<file path="src/rtl/fade_ctrl.sv">
// fade_ctrl: brightness sequencer for the PWM/ramp datapath.
// Accepts set / fade / breathe / stop commands and steps the output level
// by one count per prescaled step tick. The tick period is 2^rate clocks.
module fade_ctrl #(
    parameter int PRESCALE_W = 16,
    parameter int HOLD_STEPS = 4
) (
    input  logic       clk,
    input  logic       rst_n,
    input  logic       cmd_valid,
    output logic       cmd_ready,
    input  logic [1:0] cmd_mode,
    input  logic [7:0] cmd_target,
    input  logic [3:0] cmd_rate,
    output logic [7:0] level,
    output logic       busy,
    output logic       done
);

    typedef enum logic [2:0] {
        IDLE,
        FADE,
        BR_UP,
        BR_HOLD_TOP,
        BR_DOWN,
        BR_HOLD_BOT
    } state_t;

    localparam logic [1:0] MODE_SET     = 2'b00;
    localparam logic [1:0] MODE_FADE    = 2'b01;
    localparam logic [1:0] MODE_BREATHE = 2'b10;

    // A hold of 0 or 1 both leave the extreme on the first tick spent there.
    localparam int HOLD_W      = (HOLD_STEPS < 2) ? 1 : $clog2(HOLD_STEPS);
    localparam int HOLD_LAST_I = (HOLD_STEPS < 1) ? 0 : HOLD_STEPS - 1;
    localparam logic [HOLD_W-1:0] HOLD_LAST = HOLD_LAST_I[HOLD_W-1:0];

    state_t                  state;
    logic [7:0]              target_q;
    logic [3:0]              rate_q;
    logic [PRESCALE_W-1:0]   presc;
    logic [PRESCALE_W-1:0]   presc_last;
    logic [HOLD_W-1:0]       hold_cnt;
    logic                    accept;
    logic                    tick;
    logic [7:0]              fade_next;
    logic [7:0]              up_next;
    logic [7:0]              dn_next;

    // Rates beyond the prescaler width collapse to the slowest usable rate.
    function automatic logic [3:0] sat_rate(input logic [3:0] r);
        if (int'(r) >= PRESCALE_W) begin
            sat_rate = 4'(PRESCALE_W - 1);
        end else begin
            sat_rate = r;
        end
    endfunction

    // Single-count moves that pin at the ends of the 8-bit range.
    function automatic logic [7:0] step_up(input logic [7:0] l);
        step_up = (l == 8'hFF) ? l : l + 8'd1;
    endfunction

    function automatic logic [7:0] step_dn(input logic [7:0] l);
        step_dn = (l == 8'h00) ? l : l - 8'd1;
    endfunction

    function automatic logic [7:0] step_toward(input logic [7:0] l, input logic [7:0] t);
        step_toward = (t > l) ? step_up(l) : step_dn(l);
    endfunction

    assign cmd_ready  = (state != FADE);
    assign busy       = (state != IDLE);
    assign accept     = cmd_valid && cmd_ready;
    assign presc_last = ~({PRESCALE_W{1'b1}} << rate_q);
    assign tick       = (presc == presc_last);
    assign fade_next  = step_toward(level, target_q);
    assign up_next    = step_up(level);
    assign dn_next    = step_dn(level);

    // Step prescaler: restarts on every accepted command and on each tick.
    always_ff @(posedge clk or negedge rst_n) begin
        if (!rst_n) begin
            presc <= '0;
        end else if (accept || tick) begin
            presc <= '0;
        end else begin
            presc <= presc + 1'b1;
        end
    end

    // Command decode and level sequencing; a new command overrides any tick.
    always_ff @(posedge clk or negedge rst_n) begin
        if (!rst_n) begin
            state    <= IDLE;
            level    <= 8'd0;
            target_q <= 8'd0;
            rate_q   <= 4'd0;
            hold_cnt <= '0;
            done     <= 1'b0;
        end else begin
            done <= 1'b0;
            if (accept) begin
                target_q <= cmd_target;
                rate_q   <= sat_rate(cmd_rate);
                hold_cnt <= '0;
                case (cmd_mode)
                    MODE_SET: begin
                        level <= cmd_target;
                        state <= IDLE;
                    end
                    MODE_FADE: begin
                        state <= FADE;
                    end
                    MODE_BREATHE: begin
                        if (cmd_target == 8'd0) begin
                            level <= 8'd0;
                            state <= IDLE;
                        end else if (level < cmd_target) begin
                            state <= BR_UP;
                        end else begin
                            state <= BR_DOWN;
                        end
                    end
                    default: begin
                        state <= IDLE;
                    end
                endcase
            end else begin
                case (state)
                    FADE: begin
                        if (level == target_q) begin
                            state <= IDLE;
                            done  <= 1'b1;
                        end else if (tick) begin
                            level <= fade_next;
                            if (fade_next == target_q) begin
                                state <= IDLE;
                                done  <= 1'b1;
                            end
                        end
                    end
                    BR_UP: begin
                        if (tick) begin
                            level <= up_next;
                            if (up_next == target_q) begin
                                state <= BR_HOLD_TOP;
                            end
                        end
                    end
                    BR_HOLD_TOP: begin
                        if (tick) begin
                            if (hold_cnt == HOLD_LAST) begin
                                hold_cnt <= '0;
                                state    <= BR_DOWN;
                            end else begin
                                hold_cnt <= hold_cnt + 1'b1;
                            end
                        end
                    end
                    BR_DOWN: begin
                        if (tick) begin
                            level <= dn_next;
                            if (dn_next == 8'd0) begin
                                state <= BR_HOLD_BOT;
                            end
                        end
                    end
                    BR_HOLD_BOT: begin
                        if (tick) begin
                            if (hold_cnt == HOLD_LAST) begin
                                hold_cnt <= '0;
                                state    <= BR_UP;
                            end else begin
                                hold_cnt <= hold_cnt + 1'b1;
                            end
                        end
                    end
                    default: begin
                    end
                endcase
            end
        end
    end

endmodule

</file>
<file path="config.mk">
export PLATFORM = sky130hd
export DESIGN_NAME = fade_ctrl
export DESIGN_NICKNAME = d
export VERILOG_FILES = /design/src/rtl/fade_ctrl.sv
export SDC_FILE = /design/constraint.sdc
export NUM_CORES = 1
export LEC_CHECK = 0
export ABC_AREA = 1
export BUFFER_PORTS_ARGS = -buffer_cell sky130_fd_sc_hd__buf_2
export CAP_MARGIN = 20
export CORE_MARGIN = 2
export CORE_UTILIZATION = 43
export DETAILED_ROUTE_END_ITERATION = 10
export GPL_TIMING_DRIVEN = 0
export PLACE_DENSITY = 0.63
export SLEW_MARGIN = 30
export SYNTH_ARGS = -nofsm -noshare
export SYNTH_HDL_FRONTEND = slang
export SYNTH_SLANG_ARGS = --single-unit
</file>
<file path="constraint.sdc">
create_clock -name clk -period 3.9 [get_ports clk]
set_input_delay 0.195 -clock clk [delete_from_list [all_inputs] [get_ports clk]]
set_output_delay 0.195 -clock clk [all_outputs]
set_load 0.05 [all_outputs]
</file>
# Yosys cells after proc, flatten, opt, wreduce, memory -nomap -nowiden
# Cells that the tools add are included.
# word_totals
mem_bits_ro	0
input_bits	17
regBits	42
latchBits	0
n_memories	0
ram_bits	0
word_cells	95
# op_classes
shift	1
mul	0
eq_ne	28
bitwise_logic	1
magnitude_cmp	2
div	0
add_sub_neg	4
n_mux	37
reduce_logical	15
# op_table
op	count
8-bit 2-to-1 mux	9
3-bit 2-to-1 mux	14
3-bit != test, second input constant	11
8-bit == test	3
8-bit zero test	3
8-bit case mux with 3 select lines	1
16-bit by 1-bit adder with 16-bit output, second input constant	1
16-bit == test	1
16-bit 2-to-1 mux	1
16-bit inverter	1
8-bit case mux with 2 select lines	1
16-bit by 4-bit left shift with 16-bit output, first input constant	1
3-bit case mux with 5 select lines	1
11-bit AND reduction	1
8-bit by 1-bit adder with 8-bit output, second input constant	1
8-bit == test, second input constant	1
8-bit greater-than comparator	1
8-bit less-than comparator	1
2-bit 2-to-1 mux	4
4-bit != test, second input constant	2
8-bit by 1-bit subtractor with 8-bit output, second input constant	1
7-bit AND reduction	1
3-bit by 2-bit == test with 1-bit output, second input constant	2
3-bit == test, second input constant	2
other kinds (16)	23

# Depth between registers and ports, before layout
# Gate-level depths: netlist (run 1).
# depth
depth_word	9
ltp_mapped	22
mapped_depth_nobuf	21

# Least setup slack after synthesis (run 1)
# Ideal clock, no wire load.
# synth_timing
path_type	reg2reg
from	reg level[5]
to	reg state[2]
setup_time_ps	117
arrival_time_ps	2545
setup_slack_ps	1238
path_stages_with_launch	19
path_buffers	1
required_time_ps	3783
path_cell_list	dfrtp_1 -> inv_1 -> ha_1 -> nand2_1 -> nor2_1 -> nand4_1 -> nand2_1 -> buf_2 -> nand2_1 -> nand2_1 -> nand2_1 -> nand2_1 -> nand2_1 -> nor2_1 -> nand2_1 -> nand2_1 -> nand2_1 -> nand2_1 -> nand2_1
# synth_via
elab_chain_cells	6
# synth_lines
item	line	source
start, declared	15	output logic [7:0] level,
start signal, assigned	109	level <= cmd_target;
start signal, assigned	136	level <= fade_next;
start signal, assigned	145	level <= up_next;
8-bit by 1-bit subtractor with 8-bit output, or another cell as far along	65	step_dn = (l == 8'h00) ? l : l - 8'd1;
8-bit 2-to-1 mux (on tied branches)	65, 61	
8-bit 2-to-1 mux	69	step_toward = (t > l) ? step_up(l) : step_dn(l);
8-bit == test	137	if (fade_next == target_q) begin
4-bit != test (no source line)	n/a	
11-bit AND reduction (no source line)	n/a	
end signal, assigned	133	state <= IDLE;
end signal, assigned	138	state <= IDLE;
end signal, assigned	147	state <= BR_HOLD_TOP;
end, declared	38	state_t state;
# Parallel ways exist; a longest one is shown, timed or not.
# A chain may end at the register's enable or synchronous reset.

# Worst setup path in the final report (run 1)
# layout_timing
from	reg level[7]
to	reg state[1]
# Same word-level chain as after synthesis.

==> results of run 1 <==
routing by layer:
| layer | vias to the layer above | track usage (%) | routed length, um |
|---|---|---|---|
| met5 | - | 0 | 0 |
| met4 | 0 | 9.59 | 354 |
| met3 | 28 | 2.79 | 476 |
| met2 | 114 | 41.8 | 5390 |
| met1 | 1840 | 29.3 | 4920 |
| li1 | 1988 | - | - |
Yosys cell counts, types with 6 or more instances:
master    number  share of area, %
xor2_1        12               2.8
nor2_1        63               6.2
nor3_1         9               1.2
a21oi_1       16               2.1
o22ai_1        9               1.5
inv_2         11               1.1
ha_1          25               8.2
nand3_1       56               7.4
nand2_2        6              0.99
inv_1         68               6.7
dfrtp_1       42                28
nand4_1        6              0.99
clkbuf_1       6              0.59
o21ai_0       53               7.0
nand2_1      169                17
stage by stage:
step                      total power, mW  utilization [%]  hold WS [ps]
after global routing                 3.57             48.7           100
after CTS                            3.24             48.7          97.0
final                                3.25             48.7          94.5
after detailed placement             2.86             47.3           238
after floorplan                      2.31                -          -101
after global placement               2.82             47.2           414
flip-flops by register name (all words and copies together) (netlist names):
name	cells
hold_cnt	2
level	8
target_q	8
done	1
presc	16
state	3
rate_q	4
cell usage in the layout (no fill, tap or decap), types with 2 or more instances in the layout:
master and instances:
a21oi_1 16, buf_2 28, buf_4 2, buf_6 2
clkbuf_1 6, clkbuf_8 5, dfrtp_1 42, ha_1 25
inv_1 68, inv_2 11, nand2_1 169, nand2_2 6
nand2_4 2, nand3_1 56, nand4_1 6, nor2_1 63
nor2_2 5, nor2_4 2, nor3_1 9, nor3b_1 2
o211ai_1 2, o21ai_0 53, o21ai_1 3, o21ai_2 4
o22ai_1 9, xnor2_1 3, xor2_1 12
worst paths after layout:
path	start	end	slack (ps)
worst min register to register	hold_cnt[1]$_DFFE_PN0P_	hold_cnt[1]$_DFFE_PN0P_	500
min in group asynchronous	rst_n	presc[2]$_DFF_PN0_	430
worst max-delay path	level[7]$_DFFE_PN0P_	state[1]$_DFFE_PN0P_	950
worst min-delay path	cmd_rate[1]	rate_q[1]$_DFFE_PN0P_	90
worst max register to register	level[7]$_DFFE_PN0P_	state[1]$_DFFE_PN0P_	950
max in group asynchronous	rst_n	target_q[7]$_DFFE_PN0P_	3070
critical path, cell delays in order (launching register included):
cell and delay [ps]:
dfrtp_1 510, inv_1 150, ha_1 320, nand2_1 80, nor2_1 200, nand4_1 270
nand2_1 190, buf_2 230, nand2_1 100, nand2_1 90, nand2_1 50, nand2_1 70
nand2_1 60, nor2_1 80, nand2_1 90, nand2_1 120, nand2_1 100, nand2_1 70
nand2_1 50
power by group through the flow:
| stage | Sequential, mW | Clock (mW) | Combinational [mW] |
|---|---|---|---|
| floorplan | 0.789 | 0 | 1.52 |
| global placement | 0.707 | 0 | 2.11 |
| detailed placement | 0.708 | 0 | 2.15 |
| CTS | 0.702 | 0.379 | 2.16 |
| global route | 0.724 | 0.394 | 2.45 |
| finish | 0.702 | 0.372 | 2.17 |
area by class of cell:
| type | instances | area [um2] | area share (%) |
|---|---|---|---|
| Timing Repair Buffer | 28 | 148 | 3.51 |
| Clock buffer | 5 | 68.8 | 1.64 |
| Sequential cell | 42 | 1050 | 25.0 |
| Inverter | 80 | 300 | 7.14 |
| Clock inverter | 3 | 43.8 | 1.04 |
| Buffer | 11 | 62.6 | 1.49 |
| Multi-Input combinational cell | 460 | 2400 | 57.0 |
| Tap cell | 108 | 135 | 3.21 |
cells by family after synthesis:
kind of cell | after synthesis
AND/OR/NAND/NOR | 326
adder cells (fa/ha/maj) | 25
flip-flops | 42
AO/OA/AOI/OAI | 93
buffers and inverters | 91
XOR/XNOR | 16
==> flow_summary.json, run 1 <==
{
  "drt_iter0_drc": 240,
  "critPathLaunchType": "flip-flop",
  "grt_max_degree": 43,
  "synth_fa_ha_area_share_pct": 8.21,
  "pwr-share-comb_pct": 66.9,
  "min_period_over_period_pct": 75.7,
  "cellPowerDensity_nw_per_um2": 772,
  "ys_types": 40,
  "drive_above_1_share_pct": 12.1,
  "cts_tree": "done",
  "power.internal_mw": 1.41,
  "power.switching_mw": 1.83,
  "postRouteAntennaNets": 0,
  "syn_inst": 593,
  "cts_resized": 0,
  "num_antenna_cells": 0,
  "core_area_um2": 8640,
  "crit_arrival_ps": 3150,
  "cts_buffers": 5,
  "final_cells": 737,
  "cp_max_fo": 10,
  "pwr-share-seq_pct": 21.6,
  "p_clk_share_pct": 11.5,
  "area_growth_pct": 10.4,
  "max_cap_violations": 0,
  "switching_share_pct": 56.5,
  "synth_top_family_by_area": "simple AND/OR/NAND/NOR gates",
  "hold_class": "input pin to flip-flop",
  "die_y_um": 98.1,
  "final.setup.worst_slack_ps": 947,
  "final_nets": 670,
  "synth_warnings": 0,
  "synth_edf_count": 0,
  "end_kind": "flip-flop",
  "antenna_found_initial": 0,
  "cts_max_path_buffers": 2,
  "fillers": 908,
  "worst_pin_slew_ps": 590,
  "status": "finished clean",
  "drt_pre_antenna_iters": 4,
  "hold_viol": 0,
  "design.portCount": 28,
  "clk_latency_ps": 310,
  "grt_pass1_wl_um": 18400,
  "cts.clk_slew.worst_paths_ps": 100,
  "routed_via_density": 5.39,
  "cp.required_ps": 4100,
  "syn-num-nets": 635,
  "cts_hold_buf": 1,
  "slew_headroom_pct": 60.7,
  "clkSinkCount": 42,
  "clockRootBuffer": "clkbuf_8",
  "synth_compound_area_share_pct": 13.7,
  "setup_violations": 0,
  "max_freq_mhz": 339,
  "dpl_worst_slack_ps": 1030,
  "place_hpwl_um": 8650,
  "rsz0062_at_grt": "false",
  "synthesis.area_um2": 3810,
  "rows": 34,
  "ys.flop_type": "dfrtp_1",
  "reg2reg_depth": 18,
  "first_global_vias": 3887,
  "dieWidth_um": 98.1,
  "synthSimpleGateAreaFrac_pct": 37.1,
  "synth.avg_cell_area_um2": 6.42,
  "post_cts_buffers": 0,
  "overflow": 0,
  "min_period_ps": 2950,
  "holdPathStages": 3,
  "place_congestion": 0.943,
  "slew_viol_final": 0,
  "wirelength_um": 11200,
  "dieArea_um2": 9630,
  "port_buffers": 27,
  "track_usage_pct": 23.7,
  "via_count": 3970,
  "ys_ff_latch": 42,
  "crit_type": "flip-flop to flip-flop",
  "skew_ps": 8.34,
  "p_leak_nw": 2.18,
  "drc_errors": 0,
  "dpl_cell_area_um2": 4080,
  "initial_utilization_pct": 44.1,
  "final.setup.tns_ps": 0,
  "wl_per_cell_um": 15.1,
  "ir_drop_mv": 0.420,
  "final_area_um2": 4210,
  "muxShareOfSynthArea_pct": 0,
  "seq_area_frac_synth_pct": 27.6,
  "synth_xor_area_share_pct": 3.88,
  "async_flop_share_pct": 100,
  "cts_htree_levels": 2,
  "place_inst": 728
}
Note: power is estimated with default switching activity, not from simulation.
==> run 2: changes to the inputs <==
--- a/config.mk
+++ b/config.mk
@@ -12,7 +12,7 @@
 export CORE_UTILIZATION = 43
 export DETAILED_ROUTE_END_ITERATION = 10
 export GPL_TIMING_DRIVEN = 0
-export PLACE_DENSITY = 0.63
+export PLACE_DENSITY = 0.65
 export SLEW_MARGIN = 30
 export SYNTH_ARGS = -nofsm -noshare
 export SYNTH_HDL_FRONTEND = slang
==> constraint.sdc (replaced) <==
create_clock -name clk -period 2.4 [get_ports clk]
set_input_delay 0.12 -clock clk [delete_from_list [all_inputs] [get_ports clk]]
set_output_delay 0.12 -clock clk [all_outputs]
set_load 0.05 [all_outputs]
==> run 2 against run 1 <==
  * Clock power rose by 38%
  * Sequential share of layout area fell by 1.4 points
  * Clock skew rose by 1.1 ps
  * Sequential power rose by 55%
  * Setup slack got worse by 940 ps
  * Critical path type unchanged
==> flow_summary.json, run 2 (synthesized netlist as in run 1, its figures left out) <==
{
  "crit_type": "flip-flop to flip-flop",
  "cp_max_fo": 5,
  "reg2reg_depth": 17,
  "clkSinkCount": 42,
  "layout_commonest_cell": "nand2_1",
  "slowest_stage": "dfrtp_2",
  "max_cap_violations": 0,
  "postRouteAntennaNets": 0,
  "port_buffers": 27,
  "crit_arrival_ps": 2600,
  "skew_ps": 9.48,
  "regMostFlops": "presc",
  "top_regs": "presc (16), level (8), target_q (8)",
  "place_hpwl_um": 8770,
  "final_nets": 690,
  "place_congestion": 0.951,
  "slew_viol_final": 0,
  "first_global_vias": 3985,
  "power.switching_mw": 3.26,
  "largest_reg_flops": 16,
  "p_leak_nw": 2.28,
  "multi_input_area_um2": 2520,
  "num_antenna_cells": 0,
  "design.portCount": 28,
  "pwr-share-seq_pct": 18.6,
  "fillers": 865,
  "initial_utilization_pct": 44.1,
  "cpMostUsedCell": "nand2_1",
  "highest_layer": "met4",
  "cts.clk_slew.worst_paths_ps": 100,
  "wirelength_um": 11900,
  "worst_pin_slew_ps": 572,
  "critPathLaunchType": "flip-flop",
  "ir_drop_mv": 0.704,
  "grt_pass1_wl_um": 18900,
  "cellPowerDensity_nw_per_um2": 1290,
  "critical_path.cell_chain": "ha_4, nand2_4, nor2_4, nand4_1, nand2_2, buf_6, nand2_2, nand2_2, nand2_1, nand2_1, nand2_1, nor2_1, nand2_1, nand2_2, nand2_2, nand2_1, nand2_1",
  "seq_area_um2": 1070,
  "die_y_um": 98.1,
  "p_clk_share_pct": 8.8,
  "clk_latency_ps": 310,
  "dieArea_um2": 9630,
  "dpl_worst_slack_ps": -335,
  "final.setup.worst_slack_ps": 2.41,
  "wl_per_cell_um": 15.7,
  "dieWidth_um": 98.1,
  "switching_share_pct": 55.8,
  "end_kind": "flip-flop",
  "routed_via_density": 5.50,
  "setup_violations": 0,
  "power.internal_mw": 2.58,
  "status": "finished clean",
  "slew_headroom_pct": 61.9,
  "min_period_over_period_pct": 99.9,
  "drive_above_1_share_pct": 22.0,
  "r2r_slack_ps": 2,
  "max_stage_delay_ps": 460,
  "rr_endpoint": "state[2]$_DFFE_PN0P_",
  "cts_buffers": 5,
  "rsz0062_at_grt": "true",
  "hold_slack_ps": 30.3,
  "hold_viol": 0,
  "cts_tree": "done",
  "wl_met3_um": 563,
  "wl_met1_um": 5080,
  "clockRootBuffer": "clkbuf_8",
  "cp.required_ps": 2610,
  "max_freq_mhz": 417,
  "final_cells": 757,
  "pwr-share-comb_pct": 72.6,
  "overflow": 0,
  "drt_pre_antenna_iters": 5,
  "worst_r2r_startpoint": "target_q[6]$_DFFE_PN0P_",
  "holdPathEnd": "rate_q[1]$_DFFE_PN0P_",
  "min_period_ps": 2400,
  "drt_iter0_drc": 295,
  "area_growth_pct": 18.7,
  "via_count": 4165,
  "hold_class": "input pin to flip-flop",
  "layout_common_cells": "nand2_1, nor2_1, inv_1",
  "wl_met2_um": 5750,
  "holdPathStages": 3,
  "rows": 34,
  "drc_errors": 0,
  "track_usage_pct": 24.3,
  "cts_htree_levels": 2,
  "antenna_found_initial": 0,
  "core_area_um2": 8640,
  "place_inst": 728,
  "hold_start": "cmd_rate[1]",
  "cts_max_path_buffers": 2,
  "grt_max_degree": 43
}
[run 2: metal layers]
metal	GRT usage, %	up-vias
li1	-	2047
met1	30.0	1937
met2	42.6	138
met3	2.36	43
met4	11.5	0
met5	0	-
[run 2: timing repair]
action / CTS / global route
gates cloned: 2 / 0
hold buffers: 1 / 0
pin swaps: 7 / 13
endpoints found under the hold margin: 42 / 0
setup buffers: 15 / 5
endpoints found under the setup margin: 12 / 20
resized for setup: 19 / 45
[run 2: worst max-delay path, delay by kind of cell (launching register included)]
family,cells,cell delay [ps]
adders and majority gates,1,290
and+or+nand+nor,15,1380
buffers and inverters,1,150
DFF,1,460
[run 2: final cells by class]
cell class	count	area share (%)
multi-input combinational	460	55.8
sequential	42	23.6
inverter	80	7.06
timing repair buffer	50	7.03
tap	108	2.99
clock buffer	5	1.52
buffer	9	1.49
clock inverter	3	0.526
[run 2: worst max path at each step]
stage,from,to,slack (ps),cells past startpoint
final,target_q[6]$_DFFE_PN0P_,state[2]$_DFFE_PN0P_,2,17
after global routing,target_q[7]$_DFFE_PN0P_,state[0]$_DFFE_PN0P_,-160,17
after CTS,level[5]$_DFFE_PN0P_,state[0]$_DFFE_PN0P_,4,18
after detailed placement,level[7]$_DFFE_PN0P_,state[0]$_DFFE_PN0P_,-330,18
after global placement,level[7]$_DFFE_PN0P_,state[1]$_DFFE_PN0P_,-340,18
after floorplan,level[0]$_DFFE_PN0P_,state[2]$_DFFE_PN0P_,4,16
[run 2: metrics by stage]
stage               power, mW  setup TNS, ps  cell area, um2  utilization, %
floorplan                3.78              0            3820               -
global placement         4.60          -2080            4090            47.4
detailed placement       4.67          -1960            4100            47.4
CTS                      5.44              0            4350            50.3
global route             6.35           -616            4520            52.4
finish                   5.85              0            4520            52.4
[run 2: power by group through the flow]
| stage | registers (mW) | logic [mW] | clock network, mW |
|---|---|---|---|
| floorplan | 1.30 | 2.49 | 0 |
| global placement | 1.16 | 3.44 | 0 |
| detailed placement | 1.17 | 3.51 | 0 |
| CTS | 1.06 | 3.86 | 0.524 |
| global route | 1.12 | 4.69 | 0.547 |
| finish | 1.09 | 4.24 | 0.513 |
